[config.mk]
export PLATFORM = sky130hd
export DESIGN_NAME = ifetch_unit
export DESIGN_NICKNAME = d
export VERILOG_FILES = /design/src/rtl/ifetch_unit.sv
export SDC_FILE = /design/constraint.sdc
export NUM_CORES = 1
export LEC_CHECK = 0
export BUFFER_PORTS_ARGS = -buffer_cell sky130_fd_sc_hd__buf_4
export CORE_ASPECT_RATIO = 1.25
export CORE_MARGIN = 2
export CORE_UTILIZATION = 40
export CTS_CLUSTER_SIZE = 24
export DETAILED_ROUTE_END_ITERATION = 6
export PLACE_DENSITY = 0.68
export SLEW_MARGIN = 10
export SYNTH_ARGS = -nofsm -noshare
export SYNTH_HDL_FRONTEND = slang
export SYNTH_SLANG_ARGS = --single-unit
[constraint.sdc]
create_clock -name clock -period 3.7 [get_ports clock]
set_input_delay 0.555 -clock clock [delete_from_list [all_inputs] [get_ports clock]]
set_output_delay 0.555 -clock clock [all_outputs]
set_load 0.02 [all_outputs]
[src/rtl/ifetch_unit.sv]
// Minisys instruction fetch stage: owns the PC, fetches over a req/ack handshake,
// holds the instruction for decode and resolves the next PC on retire.
module ifetch_unit #(
    parameter logic [31:0] RESET_PC = 32'h0000_0000
) (
    input  logic        clock,
    input  logic        reset,
    output logic        imem_req,
    output logic [31:0] imem_addr,
    input  logic        imem_ack,
    input  logic [31:0] imem_rdata,
    output logic [31:0] Instruction,
    output logic [5:0]  Opcode,
    output logic [5:0]  Function_opcode,
    output logic        instr_valid,
    input  logic        exec_done,
    input  logic        stall,
    input  logic        Branch,
    input  logic        nBranch,
    input  logic        Jmp,
    input  logic        Jal,
    input  logic        Jr,
    input  logic        Zero,
    input  logic [31:0] Read_data_1,
    output logic [31:0] PC_plus_4,
    output logic [31:0] link_addr,
    output logic        pc_misalign
);

    typedef enum logic [1:0] {
        S_FETCH = 2'd0,
        S_EXEC  = 2'd1,
        S_HALT  = 2'd2
    } state_e;

    state_e      state_q, state_d;
    logic [31:0] pc_q, pc_d;
    logic [31:0] instr_q, instr_d;
    logic [31:0] link_q, link_d;
    logic        misalign_q, misalign_d;

    logic [31:0] pc_plus_4;
    logic [31:0] branch_offset;
    logic [31:0] jump_target;
    logic        branch_taken;
    logic        retire;
    logic [31:0] next_pc;

    always_ff @(posedge clock) begin
        if (!reset) begin
            state_q    <= S_FETCH;
            pc_q       <= RESET_PC;
            instr_q    <= '0;
            link_q     <= '0;
            misalign_q <= 1'b0;
        end else begin
            state_q    <= state_d;
            pc_q       <= pc_d;
            instr_q    <= instr_d;
            link_q     <= link_d;
            misalign_q <= misalign_d;
        end
    end

    assign pc_plus_4 = pc_q + 32'd4;

    always_comb begin
        branch_offset = {{14{instr_q[15]}}, instr_q[15:0], 2'b00};
        jump_target   = {pc_plus_4[31:28], instr_q[25:0], 2'b00};
        branch_taken  = (Branch & Zero) | (nBranch & ~Zero);
        retire        = (state_q == S_EXEC) && exec_done && !stall;

        if (Jr) begin
            next_pc = Read_data_1;
        end else if (Jmp || Jal) begin
            next_pc = jump_target;
        end else if (branch_taken) begin
            next_pc = pc_plus_4 + branch_offset;
        end else begin
            next_pc = pc_plus_4;
        end

        state_d    = state_q;
        pc_d       = pc_q;
        instr_d    = instr_q;
        link_d     = link_q;
        misalign_d = misalign_q;

        case (state_q)
            S_FETCH: begin
                if (imem_ack) begin
                    instr_d = imem_rdata;
                    state_d = S_EXEC;
                end
            end
            S_EXEC: begin
                if (retire) begin
                    if (Jal) begin
                        link_d = pc_plus_4;
                    end
                    // A misaligned target freezes the PC at the offending instruction.
                    if (next_pc[1:0] != 2'b00) begin
                        misalign_d = 1'b1;
                        state_d    = S_HALT;
                    end else begin
                        pc_d    = next_pc;
                        state_d = S_FETCH;
                    end
                end
            end
            S_HALT: begin
                state_d = S_HALT;
            end
            default: begin
                state_d = S_HALT;
            end
        endcase
    end

    always_comb begin
        imem_req        = (state_q == S_FETCH);
        instr_valid     = (state_q == S_EXEC);
        imem_addr       = pc_q;
        Instruction     = instr_q;
        Opcode          = instr_q[31:26];
        Function_opcode = instr_q[5:0];
        PC_plus_4       = pc_plus_4;
        link_addr       = link_q;
        pc_misalign     = misalign_q;
    end

endmodule

Word level (Yosys, flattened, before mapping)
Index checks and enable logic that the tools add are counted.
{ "word_totals": {"ramBits": 0, "latch_bits": 0, "in_bits": 75, "mem_bits_ro": 0, "reg_bits": 99, "mem_count": 0, "output_inout_bits": 143, "elab_cells": 33} }
{ "op_classes": {"order_cmp": 0, "shifts": 0, "reduce_logical": 11, "div_mod_pow": 0, "n_mux": 7, "add_sub_neg": 2, "multipliers": 0, "bitwise": 5, "n_eq_ne": 3} }
{ "op_table": {"columns": ["op", "n"], "rows": [
  ["32-bit two-way mux", 3],
  ["32-bit by 3-bit adder with 32-bit output, second input constant", 1],
  ["32-bit adder", 1],
  ["3-bit AND reduction", 3],
  ["2-bit two-way mux", 3],
  ["2-bit by 1-bit != test with 1-bit output, second input constant", 2],
  ["2-bit one-hot mux with 2 select lines", 1],
  ["2-bit AND reduction", 2],
  ["1-bit bitwise AND", 2],
  ["2-bit by 1-bit == test with 1-bit output, second input constant", 1],
  ["1-bit logical AND", 2],
  ["2-bit logical NOT", 1],
  ["1-bit NOT", 2],
  ["2-bit nonzero test", 1],
  ["1-bit logical NOT", 1],
  ["1-bit logical OR", 1],
  ["1-bit OR", 1]
]} }

Longest topological paths before layout
{ "logic_depth": {"ltp_word": 10, "ltp_mapped": 17, "mapped_depth_nobuf": 16} }

Worst setup path before layout
OpenSTA, ideal clock, no wires.
{ "synth_path": {"path_kind": "register -> register", "from": "reg pc_q[2], in the netlist imem_addr[2]", "to": "reg pc_q[31], in the netlist imem_addr[31]", "setup_slack_ns": -0.041, "period_less_slack_ns": 3.741, "path_stages_with_launch": 16, "required_ns": 3.626, "n_path_buf": 1, "t_arrival_ns": 3.667, "setup_ns": 0.074, "path_cell_list": "dfxtp_1 -> ha_1 -> nand3_1 -> nor2_2 -> and4_1 -> nand2_1 -> xor2_1 -> inv_1 -> ha_1 -> clkbuf_1 -> and3_1 -> and4_1 -> nand2_1 -> a211oi_1 -> mux2_2 -> a31oi_1"} }
{ "synth_between": {"elab_chain_cells": 5} }
{ "synth_rtl": {"columns": ["item", "line_no", "text"], "rows": [
  ["start, declared", "37", "logic [31:0] pc_q, pc_d;"],
  ["start signal, assigned", "58", "pc_q <= pc_d;"],
  ["32-bit by 3-bit adder with 32-bit output", "65", "assign pc_plus_4 = pc_q + 32'd4;"],
  ["named net PC_plus_4[24]", "25", "output logic [31:0] PC_plus_4,"],
  ["32-bit adder", "78", "next_pc = pc_plus_4 + branch_offset;"],
  ["32-bit two-way mux", "77", "end else if (branch_taken) begin"],
  ["32-bit two-way mux", "75", "end else if (Jmp || Jal) begin"],
  ["32-bit two-way mux", "73", "if (Jr) begin"]
]} }
The timed path passes the listed nets, and every way through them passes these cells.
A chain may end at the register's enable or synchronous reset.

Final worst setup path
{ "layout_path": {"from": "reg pc_q[9], in the netlist imem_addr[9]", "to": "reg pc_q[26], in the netlist imem_addr[26]"} }
{ "layout_between": {"elab_chain_cells": 5} }
{ "layout_rtl": {"columns": ["item", "line_no"], "rows": [
  ["32-bit by 3-bit adder with 32-bit output *", "65"],
  ["32-bit adder", "78"],
  ["32-bit two-way mux *", "77"],
  ["32-bit two-way mux *", "75"],
  ["32-bit two-way mux *", "73"]
]} }
Every way passes the cells marked *; elsewhere a longest branch is shown, timed or not.

==> summary.txt <==
Route
  – Avg Vias per Cell: 5.70
  – DRT iter0 DRCs: 512
  – Vias post-DR: 7,958
  – DRC Markers: 0
  – Wire per inst: 20.0 um
  – Routed WL: 27.9 mm
  – First-pass iteration count of the detailed router: 5
  – Routed Antenna Nets: 0

Setup path
  – Critical Path Start: imem_addr[9]
  – Crit path capture: imem_addr[26]
  – Data arrival time of the critical path: 3.77 ns
  – R2R cell count: 15
  – Critical path buffers and inverters: 2
  – Worst endpoint required time: 3.95 ns
  – Startpoint Class: flip-flop
  – CP Capture Type: flip-flop
  – CP top delay family: simple AND/OR/NAND/NOR gates
  – Levels on crit path: 15
  – CP peak stage delay: 0.44 ns
  – Most used cell, CP: a211oi_1
  – Crit-path cells: nand4_1 > nor2_2 > nand2_1 > xor2_2 > inv_1 > ha_2 > a211oi_1 > nor3b_2 > or4_1 > o21ai_1 > a21oi_1 > buf_4 > mux2i_1 > a211oi_1 > nor2_1
  – R2R Setup Slk: 0.18 ns
  – Worst R2R Start: imem_addr[9]
  – Crit Path Max Fanout: 7
  – Reg2reg end: imem_addr[26]
  – Critical path's slowest cell: or4_1
  – Critical path class: flip-flop to flip-flop

Timing
  – Fin Clk Skew: 0.0111 ns
  – Min cycle time layout: 3.52 ns
  – Fin Hold WS: 0.447 ns
  – Final Cycle Share: 95.2%
  – Upper clock frequency limit: 0.284 GHz
  – Pins over their slew limit: 0
  – Slew headroom: 50.4%
  – Worst-Margin Slew: 0.743 ns
  – Fin. Hold Viols: 0
  – Final setup viols: 0

Logic synthesis
  – Ys async rst share: 0%
  – Register area share after synthesis: 28.6%
  – Simple-gate area share of the yosys netlist: 24.9%
  – Compound-Gate Fraction of Synth Area: 25.8%
  – Post-Syn Area: 6940 um2
  – Syn Area/Cell: 7.53 um2
  – Flops & latches, synth: 99
  – Proportion of synthesized area in mux cells: 2.07%
  – Mapped Cells: 921
  – Post-synth EDFFs: 0
  – YS warnings: 0
  – Ys flop type: dfxtp_1
  – Post-Synth Adder-Cell Area: 6.78%
  – Main combinational cell family by area after synthesis: compound AO/OA/AOI/OAI gates
  – Library cells used by synthesis: 72
  – Post-Synth XOR/XNOR Area: 5.43%
  – Post-Syn Nets: 1,033

Clock tree
  – TritonCTS clock tree: yes
  – Clock tree buffer depth: 2
  – Clock Latency Late Sink: 0.36 ns
  – Reg clk slew, reported paths: 0.09 ns
  – H-tree depth: 3
  – Cts bufs inserted: 9
  – CTS root buf: clkbuf_16
  – Clock sinks: 99
  – Hold Buf Count CTS: 0

Global routing
  – GRT Total Usage: 29.8%
  – Global-route wire length before repair: 41.8 mm
  – Largest net degree at the start of global routing: 63
  – Total gr overflow: 0
  – Initial antenna violation count: 0
  – Vias in the first global route: 7,740

Die
  – Height of the chip: 151 um
  – Initial Util: 41.0%
  – I/O pin total: 218
  – Die W: 122 um
  – Row count: 53
  – Core footprint: 16,900 um2
  – Die area: 18,400 um2

Placed design
  – Port Buffers: 217
  – Global placement routability congestion: 0.967
  – DP Wirelength: 21.6 mm

Pwr
  – Cell Pwr Density: 287 nW/um2
  – Max VDD drop: 0.215 mV
  – Leakage: 4.70 nW

Finish
  – Layout cell share with drive strength beyond 1: 30.6%
  – Final nets: 1,283
  – ANT cells: 0
  – Area Growth Syn to Fin: 38.4%
  – Fill cells: 1,662
  – Final core utilization: 56.8%

Run
  – Max-Cap Viols: 0

Status
  – Outcome: completed

Min path
  – Hold Crit Class: input port to flip-flop
==> cells in the final DEF (no fill, tap or decap), types with 4 or more instances in the layout <==
cell and instances:
buf_4 308, a221oi_1 4, o211ai_1 11, nand2b_1 4
xor2_1 19, nand3_1 35, ha_1 32, a21o_1 12
dfxtp_2 5, nor2_1 76, o21a_1 6, nor3_1 16
a211oi_1 8, and2_1 6, dfxtp_1 94, mux2i_1 10
nor3b_1 10, clkbuf_16 9, o2111ai_1 4, nand4_1 18
o21ai_0 37, nor2b_1 5, o211a_1 22, o21ai_1 11
a21oi_1 58, nand2_1 155, and3_1 12, a31oi_1 9
and4_1 5, xnor2_1 21, inv_1 31, a21boi_0 36
==> tightest hold or removal path, stage by stage <==
cell      delay, ns
buf_4          0.11
nand2_1        0.04
a21boi_0       0.06
==> synth_stat cells (all sizes together) (4+ instances only) <==
master,instances,share of area (%)
nand2,155,8.4
dfxtp,99,29
nor2,79,4.3
a21oi,60,4.4
o21ai,48,3.5
clkbuf,44,2.4
a21boi,38,4.1
ha,36,6.5
nand3,36,2.6
inv,31,1.7
buf,25,2.3
o211a,22,3.2
xnor2,22,2.8
xor2,21,2.7
nand4,19,1.8
nor3,17,1.4
and3,14,1.3
a21o,12,1.3
mux2i,11,1.6
nor3b,11,1.2
o211ai,11,1.2
a211oi,10,1.2
a31oi,10,0.90
and2,7,0.63
nor2b,6,0.54
o21a,6,0.65
and4,5,0.63
a221oi,4,0.50
nand2b,4,0.36
nor4,4,0.58
o2111ai,4,0.50
o21bai,4,0.49
==> sequential cells by signal, summed over array words and instances (netlist names) <==
signal       flops
Instruction     32
imem_addr       32
link_addr       32
pc_misalign      1
state_q          2
==> layer usage <==
layer | vias up | GRT usage, % | wire (um)
met5 | - | 0 | 0
met4 | 0 | 20.6 | 2090
met3 | 109 | 5.46 | 1900
met2 | 379 | 52.8 | 13800
met1 | 3698 | 31.8 | 10100
li1 | 3772 | - | -
==> logic make-up after synthesis <==
| group | after synthesis |
|---|---|
| AO/OA/AOI/OAI | 260 |
| AND/OR/NAND/NOR | 367 |
| XOR/XNOR | 43 |
| adder cells (fa/ha/maj) | 37 |
| flip-flops | 99 |
| buffers and inverters | 101 |
| multiplexers | 14 |
==> power by group <==
group	switching, mW	total (mW)	internal (mW)
Combinational	0.364	0.627	0.264
Sequential	0.0467	1.15	1.10
Clock	0.497	0.974	0.477
Total	0.907	2.75	1.85
==> per-stage QoR <==
step	std cells	setup WS (ns)	TNS (ns)	cell area (um2)	power, mW
2_1_floorplan	921	0.00483	0	6940	1.50
3_3_place_gp	1379	0.0493	0	9200	1.79
3_5_place_dp	1379	-0.0305	-0.0305	9200	1.79
4_1_cts	1395	0.0373	0	9500	2.76
5_1_grt	1396	-0.0108	-0.0108	9600	2.86
6_report	1396	0.179	0	9600	2.75
==> final cells by class <==
class | instances | area [um2] | area share, %
Multi-Input combinational cell | 721 | 4610 | 48.0
Timing Repair Buffer | 308 | 2310 | 24.1
Sequential cell | 99 | 1990 | 20.7
Tap cell | 220 | 275 | 2.87
Clock buffer | 9 | 225 | 2.35
Inverter | 32 | 120 | 1.25
Clock inverter | 7 | 70.1 | 0.730
==> how the worst min path moves through the flow <==
stage                              start              end  slack (ns)  depth (start not counted)
after CTS                 imem_rdata[26]  Instruction[26]        0.44                          3
after floorplan               state_q[1]       state_q[1]        0.48                          2
after detailed placement    link_addr[1]     link_addr[1]        0.46                          2
final                     imem_rdata[15]  Instruction[15]        0.45                          3
after global routing      imem_rdata[26]  Instruction[26]        0.45                          3
after global placement      link_addr[3]     link_addr[3]        0.46                          2
==> repair_timing <==
item	in CTS	in global routing
setup endpoints to repair	1	11
gates resized for setup	1	22
pin swaps	0	4
setup buffers	0	1
(Power assumes the default switching activity.)
